==> src/rtl/fxp_pkg.sv <==
// fxp_pkg: shared fixed-point definitions for the encoder/decoder dense layers.
//   BITSIZE / FRAC    : default data word width and fraction bits (1.0 = 1 << FRAC)
//   ACC_W             : accumulator width for the default 4-term dot product
//   SAT_MAX / SAT_MIN : saturation limits of a BITSIZE-bit output word
//   state_t           : sequencer states shared by the layer controllers
package fxp_pkg;

    localparam int BITSIZE   = 32;
    localparam int FRAC      = 26;
    localparam int M_DEFAULT = 4;
    localparam int ACC_W     = 2*BITSIZE + $clog2(M_DEFAULT + 1);

    localparam logic [BITSIZE-1:0] SAT_MAX = 32'h7FFF_FFFF;
    localparam logic [BITSIZE-1:0] SAT_MIN = 32'h8000_0000;

    typedef enum logic [1:0] {
        IDLE  = 2'd0,
        MAC   = 2'd1,
        STORE = 2'd2,
        DONE  = 2'd3
    } state_t;

    // Accumulator width that holds the sum of m full-scale products without overflow.
    function automatic int acc_width(input int m_words, input int bits);
        return 2*bits + $clog2(m_words + 1);
    endfunction

endpackage

==> src/rtl/fxp_mac_sat.sv <==
// fxp_mac_sat: combinational fixed-point datapath shared by the dense layers.
//   acc      in  ACC_W    current accumulator value (register lives in the caller)
//   z_word   in  BITSIZE  input word for this product
//   w_word   in  BITSIZE  weight for this product
//   b_word   in  BITSIZE  bias of the output word being finished
//   acc_next out ACC_W    acc + z_word*w_word
//   result   out BITSIZE  sat((acc + (b_word <<< FRAC)) >>> FRAC)
module fxp_mac_sat #(
    parameter int BITSIZE = 32,
    parameter int FRAC    = 26,
    parameter int ACC_W   = 67
) (
    input  logic signed [ACC_W-1:0]   acc,
    input  logic signed [BITSIZE-1:0] z_word,
    input  logic signed [BITSIZE-1:0] w_word,
    input  logic signed [BITSIZE-1:0] b_word,
    output logic signed [ACC_W-1:0]   acc_next,
    output logic        [BITSIZE-1:0] result
);

    // Clamp a wide accumulator-domain value into one output word.
    function automatic logic [BITSIZE-1:0] sat_word(input logic signed [ACC_W-1:0] v);
        logic signed [ACC_W-1:0] hi;
        logic signed [ACC_W-1:0] lo;
        hi = {{(ACC_W-BITSIZE+1){1'b0}}, {(BITSIZE-1){1'b1}}};
        lo = {{(ACC_W-BITSIZE+1){1'b1}}, {(BITSIZE-1){1'b0}}};
        if (v > hi)
            return hi[BITSIZE-1:0];
        else if (v < lo)
            return lo[BITSIZE-1:0];
        else
            return v[BITSIZE-1:0];
    endfunction

    // Add the bias (aligned to the product's 2*FRAC scale) and drop FRAC bits.
    // The arithmetic shift floors toward -inf; no rounding is applied.
    function automatic logic signed [ACC_W-1:0] align_shift(
        input logic signed [ACC_W-1:0]   v,
        input logic signed [BITSIZE-1:0] bias
    );
        logic signed [ACC_W-1:0] bias_ext;
        logic signed [ACC_W-1:0] sum;
        bias_ext = {{(ACC_W-BITSIZE){bias[BITSIZE-1]}}, bias};
        sum      = v + (bias_ext <<< FRAC);
        return sum >>> FRAC;
    endfunction

    logic signed [2*BITSIZE-1:0] z_ext;
    logic signed [2*BITSIZE-1:0] w_ext;
    logic signed [2*BITSIZE-1:0] prod;
    logic signed [ACC_W-1:0]     prod_ext;

    // Operands are sign-extended to the product width so the low half of the
    // wide multiply is the exact signed product.
    assign z_ext    = {{BITSIZE{z_word[BITSIZE-1]}}, z_word};
    assign w_ext    = {{BITSIZE{w_word[BITSIZE-1]}}, w_word};
    assign prod     = z_ext * w_ext;
    assign prod_ext = {{(ACC_W-2*BITSIZE){prod[2*BITSIZE-1]}}, prod};

    assign acc_next = acc + prod_ext;
    assign result   = sat_word(align_shift(acc, b_word));

endmodule

==> src/rtl/decoder_fixed_point_seq.sv <==
// decoder_fixed_point_seq: sequential latent-to-output dense layer,
//   out[j] = sat(sum_i z[i]*w[j][i] + b[j]), one shared multiplier, one product per cycle.
//   clk, rst_n            clock (rising edge), asynchronous active-low reset
//   in_valid / in_ready   z handshake; z is captured on accept
//   z                     M_input latent words, z[i] at i*BITSIZE
//   w                     weights, w[j][i] at (j*M_input+i)*BITSIZE; held stable by the source
//   b                     biases, b[j] at j*BITSIZE; held stable by the source
//   out_valid / out_ready result handshake; out holds while out_ready is low
//   out                   N_output result words, out[j] at j*BITSIZE
//   busy                  high while accumulating or storing
module decoder_fixed_point_seq #(
    parameter int M_input  = 4,
    parameter int N_output = 9,
    parameter int BITSIZE  = 32,
    parameter int FRAC     = 26
) (
    input  logic                             clk,
    input  logic                             rst_n,
    input  logic                             in_valid,
    output logic                             in_ready,
    input  logic [M_input*BITSIZE-1:0]          z,
    input  logic [N_output*M_input*BITSIZE-1:0] w,
    input  logic [N_output*BITSIZE-1:0]         b,
    output logic                             out_valid,
    input  logic                             out_ready,
    output logic [N_output*BITSIZE-1:0]         out,
    output logic                             busy
);

    import fxp_pkg::*;

    localparam int AW = acc_width(M_input, BITSIZE);
    localparam int IW = (M_input  > 1) ? $clog2(M_input)  : 1;
    localparam int JW = (N_output > 1) ? $clog2(N_output) : 1;

    state_t                    state;
    logic [IW-1:0]             i_cnt;
    logic [JW-1:0]             j_cnt;
    logic signed [AW-1:0]      acc;
    logic signed [AW-1:0]      acc_next;
    logic [BITSIZE-1:0]        store_word;
    logic signed [BITSIZE-1:0] z_reg [M_input];
    logic signed [BITSIZE-1:0] w_arr [N_output][M_input];
    logic signed [BITSIZE-1:0] b_arr [N_output];
    logic [BITSIZE-1:0]        out_reg [N_output];
    logic                      accept;

    for (genvar gj = 0; gj < N_output; gj++) begin : g_unpack
        assign b_arr[gj] = b[gj*BITSIZE +: BITSIZE];
        assign out[gj*BITSIZE +: BITSIZE] = out_reg[gj];
        for (genvar gi = 0; gi < M_input; gi++) begin : g_w
            assign w_arr[gj][gi] = w[(gj*M_input+gi)*BITSIZE +: BITSIZE];
        end
    end

    assign in_ready  = (state == IDLE);
    assign out_valid = (state == DONE);
    assign busy      = (state == MAC) || (state == STORE);
    assign accept    = in_valid && in_ready;

    fxp_mac_sat #(
        .BITSIZE (BITSIZE),
        .FRAC    (FRAC),
        .ACC_W   (AW)
    ) u_mac_sat (
        .acc      (acc),
        .z_word   (z_reg[i_cnt]),
        .w_word   (w_arr[j_cnt][i_cnt]),
        .b_word   (b_arr[j_cnt]),
        .acc_next (acc_next),
        .result   (store_word)
    );

    // Latent words are pure data: captured on accept, no reset needed.
    always_ff @(posedge clk) begin
        if (accept) begin
            for (int k = 0; k < M_input; k++)
                z_reg[k] <= z[k*BITSIZE +: BITSIZE];
        end
    end

    always_ff @(posedge clk or negedge rst_n) begin
        if (!rst_n) begin
            state <= IDLE;
            i_cnt <= '0;
            j_cnt <= '0;
            acc   <= '0;
            for (int k = 0; k < N_output; k++)
                out_reg[k] <= '0;
        end else begin
            case (state)
                IDLE: begin
                    if (accept) begin
                        state <= MAC;
                        i_cnt <= '0;
                        j_cnt <= '0;
                        acc   <= '0;
                    end
                end
                MAC: begin
                    acc <= acc_next;
                    if (i_cnt == IW'(M_input-1))
                        state <= STORE;
                    else
                        i_cnt <= i_cnt + 1'b1;
                end
                STORE: begin
                    // Each output word becomes visible as soon as it is finished;
                    // only the full bank seen under out_valid is meaningful.
                    out_reg[j_cnt] <= store_word;
                    acc            <= '0;
                    i_cnt          <= '0;
                    if (j_cnt == JW'(N_output-1)) begin
                        state <= DONE;
                    end else begin
                        j_cnt <= j_cnt + 1'b1;
                        state <= MAC;
                    end
                end
                DONE: begin
                    if (out_ready) begin
                        state <= IDLE;
                        j_cnt <= '0;
                    end
                end
                default: state <= IDLE;
            endcase
        end
    end

endmodule

==> config.mk <==
export PLATFORM = sky130hd
export DESIGN_NAME = decoder_fixed_point_seq
export DESIGN_NICKNAME = d
export VERILOG_FILES = /design/src/rtl/fxp_pkg.sv /design/src/rtl/fxp_mac_sat.sv /design/src/rtl/decoder_fixed_point_seq.sv
export SDC_FILE = /design/constraint.sdc
export NUM_CORES = 2
export LEC_CHECK = 0
export BUFFER_PORTS_ARGS = -buffer_cell sky130_fd_sc_hd__buf_2
export CORE_AREA = 5 5 716 718
export DETAILED_ROUTE_END_ITERATION = 10
export DIE_AREA = 0 0 721 723
export HOLD_SLACK_MARGIN = 0.05
export PLACE_DENSITY = 0.39
export RECOVER_POWER = 100
export SLEW_MARGIN = 20
export SYNTH_ARGS = -nofsm -noshare
export SYNTH_HDL_FRONTEND = slang
export SYNTH_SLANG_ARGS = --single-unit
==> constraint.sdc <==
create_clock -name clk -period 18.7 [get_ports clk]
set_input_delay 0 -clock clk [delete_from_list [all_inputs] [get_ports clk]]
set_output_delay 0 -clock clk [all_outputs]
set_load 0.005 [all_outputs]
==> results.md <==
- Slowest CP cell: clkbuf_1
- Seq/Total Area, Yosys: 17.4%
- Post-route minimum period: 14.80 ns
- Syn nets: 10.9k
- CP bufs+invs: 11
- Skew final: 0.136 ns
- Vias: 74.4k
- CTS buffer count: 60
- Yosys warnings: 0
- Hold Fails Final Rpt: 0
- Remaining DRCs: 0
- DRT antenna net count: 0
- Max reg flops: 288
- H-tree depth: 2
- Routed WL: 677,000 microns
- Critical path's most frequent cell: fa_1
- Vert. Die Dim: 723 microns
- Area Overhead vs Synth: 34.3%
- Failing checks: max-capacitance violations, max-slew violations
- Max-Cap Viols: 21
- Distinct cells, synth: 84
- Worst setup EP type: flip-flop
- Async set-reset flop share out of synthesis: 73.9%
- Post-synth EDFFs: 128
- Maximum clock rate: 0.0676 GHz
- Worst-path fanout max: 39
- RSZ-0062 raised after global routing: false
- Core area: 0.505 sq mm
- Slew Limit Fails: 860
- HPWL Detailed: 598,000 microns
- Place WS: 6.03 ns
- First-pass GRT wire length: 834,000 microns
- CTS tree: built
- Slew Limit Headroom: -429%
- Drt first pass iters: 5
- Layout filler cell count: 57.0k
- Hold Crit Class: in2reg
- Cells after synthesis: 7,780
- Nets@finish: 12.7k
- Final setup viols: 0
- Synthesized area: 0.0742 sq mm
- Yosys top cell area share: 33.6%
- Clock root buffer: clkbuf_16
- Die area: 0.521 sq mm
- I/O Pins: 1,863
- Area leader, netlist: fa_1
- Share of cells above drive strength 1: 23.6%
- Period Utilization, post-route: 79.1%
- Routability cong.: 1.09
- Pin count of the biggest net entering global routing: 143
- Port Buf Inserts: 1,862
- Delay-heaviest family, CP: buffers and inverters
- Setup TNS after final layout: 0 ns
- Setup ws final: 3.90 ns
- Gr usage total: 25.1%
- Post-synth top flop: dfrtp_1
- Non-filler cells, final: 17.8k
- CTS Sinks: 491
- Worst endpoint data arrival time: 15.46 ns
- Worst slew pin tran: 7.94 ns
- Max clock buf depth: 3
- Syn avg cell area: 9.54 sq um
- Detailed-route wire length per cell: 38.1 microns
- Placed cells: 16.0k
- Die width: 721 microns
- Crit Path Category: reg2reg
- Setup crit start kind: flip-flop
- Initial core utilization: 14.7%
- Starting DRT DRC Count: 8,012
- Clock transition at path regs: 0.07 ns
- CP peak stage delay: 2.16 ns
- Via/cell ratio: 4.19
- Rows: 261
- Initial antenna violation count: 611
- CP Data Required Time: 19.36 ns
- Vias in the first global route: 71.1k
- #FFs+latches synth: 491
- Top post-synthesis cells by area: fa_1 34%, dfrtp_1 12%, inv_1 6.9%
- Hold_ws: 0.419 ns
- Most common cell after layout, fill and taps aside: buf_2
- Worst-Skew Late Latency: 0.80 ns
- Leading cell types in the layout, fill and taps excluded: 1,607 x buf_2, 1,368 x inv_1, 1,244 x fa_1
- Total gr overflow: 0
- Status: finished, violations left
[per-layer routing]
metal  vias up  wire [microns]  track usage [%]  part of all wire, %
met5         -             974                0                 0.14
met4       156           49700             15.2                  7.3
met3      1123           57000             6.78                  8.4
met2      3997          307000             39.9                   45
met1     38500          262000             30.1                   39
li1      30600               -                -                    -
[final timing paths]
check	slack, ns	cells after the start	endpoint	from
max	3.90	37	acc[66]	j_cnt[0]
min	0.42	7	out[209]	b[273]
max reg2reg	3.90	37	acc[66]	j_cnt[0]
min reg2reg	0.47	2	out[191]	out[191]
max in group asynchronous	8.09	5	out[272]	rst_n
min in group asynchronous	1.87	4	out[147]	rst_n
[what timing repair did]
| item | in CTS | in global routing |
|---|---|---|
| hold endpoints to repair | 307 | 0 |
| setup buffers | 0 | 0 |
| gates resized for setup | 0 | 0 |
| hold buffers | 262 | 0 |
[layout make-up]
cell class | instances | area, sq um | share of cell area, %
clock inverter | 30 | 388 | 0.389
timing repair buffer | 2332 | 13200 | 13.3
sequential | 491 | 12900 | 13.0
inverter | 1372 | 5150 | 5.17
antenna | 1362 | 3410 | 3.42
multi-input combinational | 5392 | 54500 | 54.7
tap | 6706 | 8390 | 8.42
clock buffer | 80 | 1670 | 1.67
[worst reg2reg max path, delay by kind of cell, from the launching register on]
kind | cells | cell delay (ns)
buffers and inverters | 11 | 4.53
adder cells (fa/ha/maj) | 9 | 4.42
AO/OA/AOI/OAI | 10 | 2.31
AND/OR/NAND/NOR | 6 | 1.42
flip-flops | 1 | 1.31
multiplexers | 1 | 0.68
[per-stage QoR]
| stage | instance area, sq um | util (%) |
|---|---|---|
| after detailed placement | 92100 | 18.3 |
| after global routing | 99300 | 19.7 |
| after global placement | 92000 | 18.2 |
| after floorplan | 74200 | - |
| after CTS | 96800 | 19.2 |
| final | 99700 | 19.8 |
[synthesized netlist by cell type (56+ instances only)]
library cell,count
o211ai_1,219
inv_1,1369
dfrtp_1,363
mux2i_1,252
edfxtp_1,128
xnor2_1,70
a21oi_1,284
fa_1,1244
ha_1,273
o22ai_1,183
mux2_2,122
nor2_1,647
a21o_1,67
buf_2,56
nand2_1,801
buf_1,60
a22oi_1,124
clkbuf_1,404
o21ai_0,157
nand2b_1,144
nor3_1,56
mux4_2,166
nor2b_1,57
[cells by family (layout without fill, tap and decap cells)]
| family | Yosys count | count (layout) | share of synthesized area (%) |
|---|---|---|---|
| AO/OA/AOI/OAI | 1354 | 1354 | 12.3 |
| buffers and inverters | 1897 | 3814 | 9.73 |
| other | 0 | 1362 | 0 |
| AND/OR/NAND/NOR | 1871 | 1871 | 10.8 |
| multiplexers | 540 | 540 | 10.3 |
| adder cells (fa/ha/maj) | 1517 | 1517 | 38.2 |
| flip-flops | 491 | 491 | 17.4 |
| XOR/XNOR | 110 | 110 | 1.30 |
Power is left out: the tool's default activity adds up to more than one toggle a clock period on the data nets, which glitch-free logic cannot reach.
